==> src/rtl/home_pos_ctrl_pkg.sv <==
// Shared definitions for the homing/position controller: state codes,
// count width and the per-state drive pattern toward the supervisor.
package home_pos_ctrl_pkg;

  localparam int COUNT_W = 32;

  localparam logic [2:0] ST_IDLE    = 3'd0;
  localparam logic [2:0] ST_SEEK    = 3'd1;
  localparam logic [2:0] ST_BACKOFF = 3'd2;
  localparam logic [2:0] ST_ZERO    = 3'd3;
  localparam logic [2:0] ST_RUN     = 3'd4;
  localparam logic [2:0] ST_FAULT   = 3'd5;

  typedef enum logic [2:0] {
    S_IDLE    = ST_IDLE,
    S_SEEK    = ST_SEEK,
    S_BACKOFF = ST_BACKOFF,
    S_ZERO    = ST_ZERO,
    S_RUN     = ST_RUN,
    S_FAULT   = ST_FAULT
  } state_t;

  // away = 1 means mtr_dir is the opposite of homing_dir
  typedef struct packed {
    logic en;
    logic take;
    logic away;
  } drive_t;

  function automatic drive_t drive_for(state_t s, logic cmd_en, logic cmd_away);
    drive_t d;
    d = '0;
    case (s)
      S_SEEK:    d = '{en: 1'b1,   take: 1'b1, away: 1'b0};
      S_BACKOFF: d = '{en: 1'b1,   take: 1'b1, away: 1'b1};
      S_ZERO:    d = '{en: 1'b0,   take: 1'b1, away: 1'b1};
      S_RUN:     d = '{en: cmd_en, take: 1'b0, away: cmd_away};
      default:   d = '0;
    endcase
    return d;
  endfunction

endpackage

==> src/rtl/home_pos_ctrl_debounce.sv <==
// Two-flop synchroniser followed by a stability counter; dout follows din
// only after DEBOUNCE_CYC consecutive cycles of the new synchronised value.
module sensor_debounce #(
  parameter int DEBOUNCE_CYC = 1000
) (
  input  logic clk,
  input  logic rst_n,
  input  logic din,
  output logic dout
);

  localparam int CNT_W = $clog2(DEBOUNCE_CYC + 1);

  logic [1:0]       sync_q;
  logic [CNT_W-1:0] cnt;

  always_ff @(posedge clk or negedge rst_n) begin
    if (!rst_n) begin
      sync_q <= '0;
      cnt    <= '0;
      dout   <= 1'b0;
    end else begin
      // NOTE: non-blocking keeps the two synchroniser stages as separate flops.
      sync_q <= {sync_q[0], din};
      if (sync_q[1] == dout) begin
        cnt <= '0;
      end else if (cnt == CNT_W'(DEBOUNCE_CYC - 1)) begin
        cnt  <= '0;
        dout <= sync_q[1];
      end else begin
        cnt <= cnt + 1'b1;
      end
    end
  end

endmodule

==> src/rtl/home_pos_ctrl.sv <==
// Rail position tracker and homing sequencer feeding the end-stop supervisor:
// seek the sensor, back off, zero the count, then hand the axis to RUN.
module home_pos_ctrl
  import home_pos_ctrl_pkg::*;
#(
  parameter int DEBOUNCE_CYC   = 1000,
  parameter int BACKOFF_STEPS  = 200,
  parameter int SEEK_MAX_STEPS = 2000000
) (
  input  logic               clk,
  input  logic               rst_n,
  input  logic               start_home,
  input  logic               homing_dir,
  input  logic               sensor_raw,
  input  logic               step_in,
  input  logic               cmd_dir,
  input  logic               cmd_en,
  input  logic               sup_error,
  output logic [COUNT_W-1:0] motor_count,
  output logic               mtr_dir,
  output logic               en_out,
  output logic               take_ctrl,
  output logic               sensor_f,
  output logic               homed,
  output logic               home_fault,
  output logic [2:0]         state
);

  localparam int STEP_MAX = (SEEK_MAX_STEPS > BACKOFF_STEPS) ? SEEK_MAX_STEPS : BACKOFF_STEPS;
  localparam int STEP_W   = $clog2(STEP_MAX + 1);

  state_t            st, st_nx;
  drive_t            drv_nx;
  logic              step_q, step_evt, away_q, toward, counting;
  logic              seek_done, back_done;
  logic [STEP_W-1:0] step_cnt;

  sensor_debounce #(.DEBOUNCE_CYC(DEBOUNCE_CYC)) u_debounce (
    .clk  (clk),
    .rst_n(rst_n),
    .din  (sensor_raw),
    .dout (sensor_f)
  );

  // Direction is stored relative to homing_dir so reset lands on homing_dir.
  assign mtr_dir   = homing_dir ^ away_q;
  assign toward    = (mtr_dir == homing_dir);
  assign step_evt  = step_in & ~step_q;
  assign counting  = (st == S_SEEK) || (st == S_BACKOFF) || (st == S_RUN);
  assign seek_done = step_evt && (step_cnt == STEP_W'(SEEK_MAX_STEPS - 1));
  assign back_done = step_evt && (step_cnt == STEP_W'(BACKOFF_STEPS - 1));
  assign state     = st;

  always_comb begin
    // NOTE: default first so every path assigns st_nx and no latch is inferred.
    st_nx = st;
    case (st)
      S_IDLE:    if (start_home) st_nx = S_SEEK;
      S_SEEK: begin
        if (sup_error)     st_nx = S_FAULT;
        else if (sensor_f) st_nx = S_BACKOFF;
        else if (seek_done) st_nx = S_FAULT;
      end
      S_BACKOFF: begin
        if (sup_error)      st_nx = S_FAULT;
        else if (back_done) st_nx = sensor_f ? S_FAULT : S_ZERO;
      end
      S_ZERO:    st_nx = S_RUN;
      S_RUN:     if (start_home) st_nx = S_SEEK;
      S_FAULT:   if (start_home) st_nx = S_SEEK;
      default:   st_nx = S_IDLE;
    endcase
    drv_nx = drive_for(st_nx, cmd_en, cmd_dir ^ homing_dir);
  end

  always_ff @(posedge clk or negedge rst_n) begin
    if (!rst_n) begin
      st          <= S_IDLE;
      en_out      <= 1'b0;
      take_ctrl   <= 1'b0;
      away_q      <= 1'b0;
      step_q      <= 1'b0;
      step_cnt    <= '0;
      motor_count <= '0;
      homed       <= 1'b0;
      home_fault  <= 1'b0;
    end else begin
      st                           <= st_nx;
      {en_out, take_ctrl, away_q}  <= drv_nx;
      step_q                       <= step_in;
      homed                        <= (st_nx == S_RUN);
      home_fault                   <= (st_nx == S_FAULT);

      if (st_nx != st)
        step_cnt <= '0;
      else if (step_evt && (st == S_SEEK || st == S_BACKOFF))
        step_cnt <= step_cnt + 1'b1;

      // A step landing on the ZERO cycle is dropped by the clear.
      if (st == S_ZERO) begin
        motor_count <= '0;
      end else if (step_evt && counting) begin
        if (toward) begin
          if (motor_count != '0) motor_count <= motor_count - 1'b1;
        end else begin
          if (motor_count != '1) motor_count <= motor_count + 1'b1;
        end
      end
    end
  end

endmodule

==> config.mk <==
export PLATFORM = sky130hd
export DESIGN_NAME = home_pos_ctrl
export DESIGN_NICKNAME = d
export VERILOG_FILES = /design/src/rtl/home_pos_ctrl_pkg.sv /design/src/rtl/home_pos_ctrl_debounce.sv /design/src/rtl/home_pos_ctrl.sv
export SDC_FILE = /design/constraint.sdc
export NUM_CORES = 1
export LEC_CHECK = 0
export BUFFER_PORTS_ARGS = -buffer_cell sky130_fd_sc_hd__buf_2
export CAP_MARGIN = 0
export CORE_UTILIZATION = 30
export DETAILED_ROUTE_END_ITERATION = 8
export GPL_ROUTABILITY_DRIVEN = 0
export GPL_TIMING_DRIVEN = 0
export SYNTH_ARGS = -nofsm -noshare
export SYNTH_HDL_FRONTEND = slang
export SYNTH_HIERARCHICAL = 1
export SYNTH_SLANG_ARGS = --single-unit
==> constraint.sdc <==
create_clock -name clk -period 5.3 [get_ports clk]
set_input_delay 0.53 -clock clk [delete_from_list [all_inputs] [get_ports clk]]
set_output_delay 0.53 -clock clk [all_outputs]
set_load 0.01 [all_outputs]
After elaboration in Yosys (flattened, before gate mapping)
Cells that the tools add are included.
{ "totals": {"input_bits": 9, "wordCells": 71, "output_inout_bits": 41, "regBits": 75} }
{ "op_classes": {"n_reduce_logical": 14, "n_mux": 18, "n_bitwise": 5, "n_eq_ne": 18, "addsub": 4} }
{ "op_table": {"columns": ["cell", "n"], "rows": [
  ["$mux W32", 5],
  ["$mux W21", 2],
  ["$add A32 B1 Y32 const B", 1],
  ["$ne A32 B32 Y1 const B", 1],
  ["$reduce_bool A32 Y1", 1],
  ["$sub A32 B1 Y32 const B", 1],
  ["$pmux W3 S4", 2],
  ["$add A21 B1 Y21 const B", 1],
  ["$eq A21 B21 Y1 const B", 1],
  ["$eq A21 B8 Y1 const B", 1],
  ["$mux W3", 7],
  ["$mux W10", 2],
  ["$eq A3 B2 Y1 const B", 4],
  ["$eq A3 B3 Y1 const B", 4],
  ["$add A10 B1 Y10 const B", 1],
  ["$eq A10 B10 Y1 const B", 1],
  ["$eq A3 B1 Y1 const B", 2],
  ["$logic_and A1 B1 Y1", 4],
  ["$reduce_bool A2 Y1", 2],
  ["$logic_not A3 Y1", 1],
  ["$ne A3 B1 Y1 const B", 1],
  ["$ne A3 B3 Y1", 1],
  ["$reduce_and A3 Y1", 1],
  ["$reduce_bool A3 Y1", 1],
  ["other kinds (7)", 11]
]} }

Depth between registers and ports, before layout
{ "depth": {"word_depth": 9, "ltp_mapped": 13, "mapped_depth_nobuf": 11} }

By module
Netlist, hierarchy kept.
{ "by_module_without_submodules": {"columns": ["module", "cells_per_inst", "area_each_um2", "instances", "seq_area_each_um2"], "rows": [
  ["home_pos_ctrl", 535, 4543.1, 1, 1551.5],
  ["sensor_debounce", 55, 606.8, 1, 325.3]
]} }

Worst setup path after synthesis
Ideal clock, no wire load.
{ "synth_path": {"path_type": "register -> register", "startpoint": "reg away_q", "endpoint": "reg motor_count[28]", "n_path_buf": 1, "synth_period_minus_slack_ps": 3043, "path_slack_ps": 2257, "stages_incl_launch_ff": 13, "arrival_time_ps": 2909, "required_ps": 5166, "path_cell_list": "dfrtp_1 > buf_2 > inv_1 > ha_1 > a21oi_1 > o21ai_0 > o21ai_0 > a21oi_1 > a2111oi_0 > a2bb2oi_1 > a21boi_1 > xnor2_1 > o21ai_0"} }
{ "synth_between": {"elab_chain_cells": 5, "word_cells_on_any_way": 8, "cone_classes": "eq/ne (2); mux (3); bitwise (1); reduce/logical (2)"} }
{ "synth_lines": {"columns": ["element", "line", "text"], "rows": [
  ["start: declaration", "home_pos_ctrl.sv:34", "logic step_q, step_evt, away_q, toward, counting;"],
  ["start signal: assignment", "home_pos_ctrl.sv:89", "{en_out, take_ctrl, away_q} <= drv_nx;"],
  ["$xor A1 B1 Y1 (*)", "home_pos_ctrl.sv:46", "assign mtr_dir = homing_dir ^ away_q;"],
  ["$eq A1 B1 Y1 (*)", "home_pos_ctrl.sv:47", "assign toward = (mtr_dir == homing_dir);"],
  ["$mux W32", "home_pos_ctrl.sv:103", "if (toward) begin"],
  ["$mux W32", "home_pos_ctrl.sv:102", "end else if (step_evt && counting) begin"],
  ["$mux W32", "home_pos_ctrl.sv:100", "if (st == S_ZERO) begin"],
  ["end signal: assignment", "home_pos_ctrl.sv:104", "if (motor_count != '0) motor_count <= motor_count - 1'b1;"],
  ["end signal: assignment", "home_pos_ctrl.sv:106", "if (motor_count != '1) motor_count <= motor_count + 1'b1;"],
  ["end: declaration", "home_pos_ctrl.sv:19", "output logic [COUNT_W-1:0] motor_count,"]
]} }
Every way passes the cells marked *; elsewhere a longest branch is shown, timed or not. The select of a mux whose other input is x is not followed.
A chain may end at the register's enable or synchronous reset.

Worst setup path after layout
Same ends and word-level chain as after synthesis.

==> flow_results.xml <==
<?xml version="1.0" encoding="UTF-8"?>
<metrics>
  <group name="status">
    <metric name="status" unit="">finished clean</metric>
  </group>
  <group name="timing">
    <metric name="skew" unit="ps">7.42</metric>
    <metric name="setup-tns-final" unit="ps">0</metric>
    <metric name="timing.final.crit_share" unit="%">75.5</metric>
    <metric name="hold_violations" unit="">0</metric>
    <metric name="relative_max_transition_margin" unit="%">17.7</metric>
    <metric name="final_report_max_slew_violation_count" unit="">0</metric>
    <metric name="fmaxAchievable" unit="MHz">250</metric>
    <metric name="final-setup-viol-count" unit="">0</metric>
    <metric name="rsz0062_at_grt" unit="">no</metric>
    <metric name="tightestPinTransition" unit="ps">1230</metric>
    <metric name="setup_ws" unit="ps">1300</metric>
    <metric name="final_period_minus_worst_setup_slack" unit="ps">4000</metric>
  </group>
  <group name="routing">
    <metric name="wl" unit="µm">13700</metric>
    <metric name="wl_per_cell" unit="µm">15.6</metric>
    <metric name="route.vias.total" unit="">4624</metric>
    <metric name="dr.first_iter.drc_count" unit="">305</metric>
    <metric name="remaining_drc_errors" unit="">0</metric>
    <metric name="drt_first_pass_iters" unit="">7</metric>
    <metric name="vias_per_cell" unit="">5.28</metric>
    <metric name="route.antenna.remaining_nets" unit="">0</metric>
  </group>
  <group name="synth">
    <metric name="postSynthAreaPerCell" unit="µm²">8.73</metric>
    <metric name="ys_async_sr_fraction" unit="%">100</metric>
    <metric name="mappedNetlistNets" unit="">632</metric>
    <metric name="ys_types" unit="">72</metric>
    <metric name="post-synth-top-area-cell" unit="">dfrtp_1</metric>
    <metric name="synth_sequential_area_ratio" unit="%">36.4</metric>
    <metric name="count_of_yosys_warnings_during_synthesis" unit="">6</metric>
    <metric name="ys_top_cells_by_area" unit="">dfrtp_1, ha_1, nand3_1</metric>
    <metric name="synth_seq_cells" unit="">75</metric>
    <metric name="synth_edf_count" unit="">0</metric>
    <metric name="syn-cell-area" unit="µm²">5150</metric>
    <metric name="cells_after_synth" unit="">590</metric>
    <metric name="post-synth-top-area-fraction" unit="%">36.4</metric>
    <metric name="ys_flop_type" unit="">dfrtp_1</metric>
  </group>
  <group name="die">
    <metric name="initial_core_util" unit="%">30.8</metric>
    <metric name="die_x" unit="µm">133</metric>
    <metric name="die_area" unit="µm²">17700</metric>
    <metric name="core_area" unit="µm²">16700</metric>
    <metric name="die_height" unit="µm">133</metric>
    <metric name="rows" unit="">47</metric>
    <metric name="io_pins" unit="">50</metric>
  </group>
  <group name="clock_tree">
    <metric name="numCtsBuffers" unit="">9</metric>
    <metric name="clk_root_buffer_cell" unit="">clkbuf_16</metric>
    <metric name="htreeDepth" unit="">3</metric>
    <metric name="cts_hold_buf" unit="">0</metric>
    <metric name="cts.sink_count" unit="">75</metric>
    <metric name="clock_path_buffers" unit="">2</metric>
    <metric name="clock_tree_from_tritoncts" unit="">built</metric>
    <metric name="clk_latency" unit="ps">350</metric>
    <metric name="cts.repair_timing.setup_buffer_count" unit="">0</metric>
    <metric name="post_cts_resize_count" unit="">0</metric>
    <metric name="clk_pin_slew_worst_paths" unit="ps">60</metric>
  </group>
  <group name="critical_path">
    <metric name="cp-start-kind" unit="">flop</metric>
    <metric name="cpMaxStageDelayCell" unit="">inv_1</metric>
    <metric name="cp.arrival" unit="ps">4200</metric>
    <metric name="r2r_slack" unit="ps">1300</metric>
    <metric name="crit_family" unit="">compound AO/OA/AOI/OAI gates</metric>
    <metric name="worst-path-buf-inv" unit="">2</metric>
    <metric name="critical_path.endpoint_type" unit="">flop</metric>
    <metric name="path_max_fanout" unit="">33</metric>
    <metric name="critical-path-top-cell-by-count" unit="">o21ai_0</metric>
    <metric name="worst_r2r_startpoint" unit="">away_q</metric>
    <metric name="timing.critical_path.cells" unit="">buf_2, inv_1, ha_1, a21oi_1, o21ai_0, o21ai_0, a21oi_1, a2111oi_0, a2bb2oi_1, a21boi_1, xnor2_1, o21ai_0</metric>
    <metric name="slowest_delay" unit="ps">910</metric>
    <metric name="setup.worst_path.start" unit="">away_q</metric>
    <metric name="crit_required" unit="ps">5500</metric>
    <metric name="path_class" unit="">reg -&gt; reg</metric>
  </group>
  <group name="power_and_ir_drop">
    <metric name="p_switching" unit="µW">1460</metric>
    <metric name="clockPowerShare" unit="%">18.6</metric>
    <metric name="power.static_leakage" unit="µW">0.00256</metric>
    <metric name="cellPowerDensity" unit="nW/µm²">543</metric>
    <metric name="p_sw_share" unit="%">44.8</metric>
    <metric name="seq_power_share" unit="%">27.6</metric>
    <metric name="comb_power_share" unit="%">53.8</metric>
    <metric name="vdd.ir_drop.worst" unit="mV">0.279</metric>
    <metric name="p_int" unit="µW">1790</metric>
    <metric name="report.power.total" unit="µW">3250</metric>
  </group>
  <group name="placement">
    <metric name="dp_hpwl" unit="µm">9800</metric>
    <metric name="dp_area" unit="µm²">5700</metric>
    <metric name="post-place-ws" unit="ps">1380</metric>
    <metric name="placed_cells_incl_taps" unit="">860</metric>
    <metric name="placement.io_buffers" unit="">49</metric>
  </group>
  <group name="final_layout">
    <metric name="nets" unit="">693</metric>
    <metric name="filler_cell_count" unit="">1736</metric>
    <metric name="layout.cells.most_common_list" unit="">dfrtp_1, nor2_1, buf_2</metric>
    <metric name="syn_to_final_growth" unit="%">16.3</metric>
    <metric name="layout_commonest_cell" unit="">dfrtp_1</metric>
    <metric name="final_cells" unit="">876</metric>
    <metric name="drive_above_1_share" unit="%">14.5</metric>
    <metric name="finalInstanceArea" unit="µm²">5990</metric>
    <metric name="num_antenna_cells" unit="">0</metric>
  </group>
  <group name="global_routing">
    <metric name="maximum_number_of_pins_on_one_net_before_global_route_repair" unit="">49</metric>
    <metric name="number_of_global_route_vias_before_repair" unit="">4365</metric>
    <metric name="grt_overflow" unit="">0</metric>
    <metric name="grt_first_pass_wirelength" unit="µm">22300</metric>
    <metric name="antenna_found_initial" unit="">0</metric>
    <metric name="global_route.usage.total" unit="%">16.0</metric>
  </group>
  <group name="hold_path">
    <metric name="timing.hold.worst.class" unit="">in -&gt; async</metric>
  </group>
  <group name="run">
    <metric name="timing.max_cap.violations" unit="">0</metric>
  </group>
</metrics>
==> power groups by stage <==
stage	clock (µW)	sequential (µW)	combinational, µW
4_1_cts	625	896	1750
5_1_grt	645	920	1970
3_3_place_gp	0	904	1720
6_report	606	897	1750
2_1_floorplan	0	913	1240
3_5_place_dp	0	905	1740
==> cells in the mapped netlist (all sizes together) (2+ instances only) <==
library cell,number
o2111ai,2
nor4,12
nor3,7
mux2i,2
nor4b,2
o22ai,3
o21bai,6
o21a,4
nor2b,6
nand4,19
ha,32
nor3b,5
clkbuf,9
a21oi,40
a211oi,5
or3,5
a21o,9
o21ai,56
dfrtp,75
a41oi,2
and4,4
o31ai,4
or4,2
and3,5
a21boi,2
buf,12
nand2b,7
and4bb,3
nand3,50
a31oi,4
xor2,24
nand2,36
xnor2,28
nor2,61
o211ai,3
inv,22
==> per-stage QoR <==
stage / utilization, % / hold WS (ps)
after floorplan: - / 234
after global placement: 34.0 / 352
after detailed placement: 34.1 / 347
after CTS: 35.9 / 114
after global routing: 35.9 / 128
final: 35.9 / 112
==> final cells by class <==
class	count	area, µm²	area share [%]
sequential	75	1880	31.3
buffer	21	105	1.75
clock inverter	5	37.5	0.627
multi-input combinational	472	3090	51.5
clock buffer	11	253	4.22
inverter	22	82.6	1.38
tap	220	275	4.59
timing repair buffer	50	275	4.59
==> logic make-up after synthesis <==
logic type | count (synthesis) | share of synthesized area (%)
buffers and inverters | 43 | 3.64
flip-flops | 75 | 36.4
AO/OA/AOI/OAI | 155 | 19.0
AND/OR/NAND/NOR | 229 | 23.3
XOR/XNOR | 52 | 8.84
adder cells (fa/ha/maj) | 33 | 8.16
multiplexers | 3 | 0.607
==> state kept, by name, summed over array words and instances, names as in the netlist, 2 cells and up <==
name,flops
u_debounce/sync_q,2
u_debounce/cnt,10
step_cnt,21
motor_count,32
state,3
==> metal layers <==
layer  vias to the layer above  part of all wire [%]  routed length, µm  GRT usage (%)
met5                         -                     0                  0              0
met3                        11                   4.2                574           4.18
met1                      2234                    48               6570           20.9
met4                         0                  0.89                122           3.77
li1                       2287                     -                  -              -
met2                        92                    47               6380           26.1
==> worst paths after layout <==
path | endpoint | cells past startpoint
max in group asynchronous | motor_count[24] | 2
hold reg to reg | u_debounce/sync_q[1] | 0
setup / recovery | motor_count[28] | 12
setup reg to reg | motor_count[28] | 12
min in group clk | u_debounce/sync_q[0] | 1
hold / removal | u_debounce/cnt[6] | 1
(Power assumes the default switching activity.)
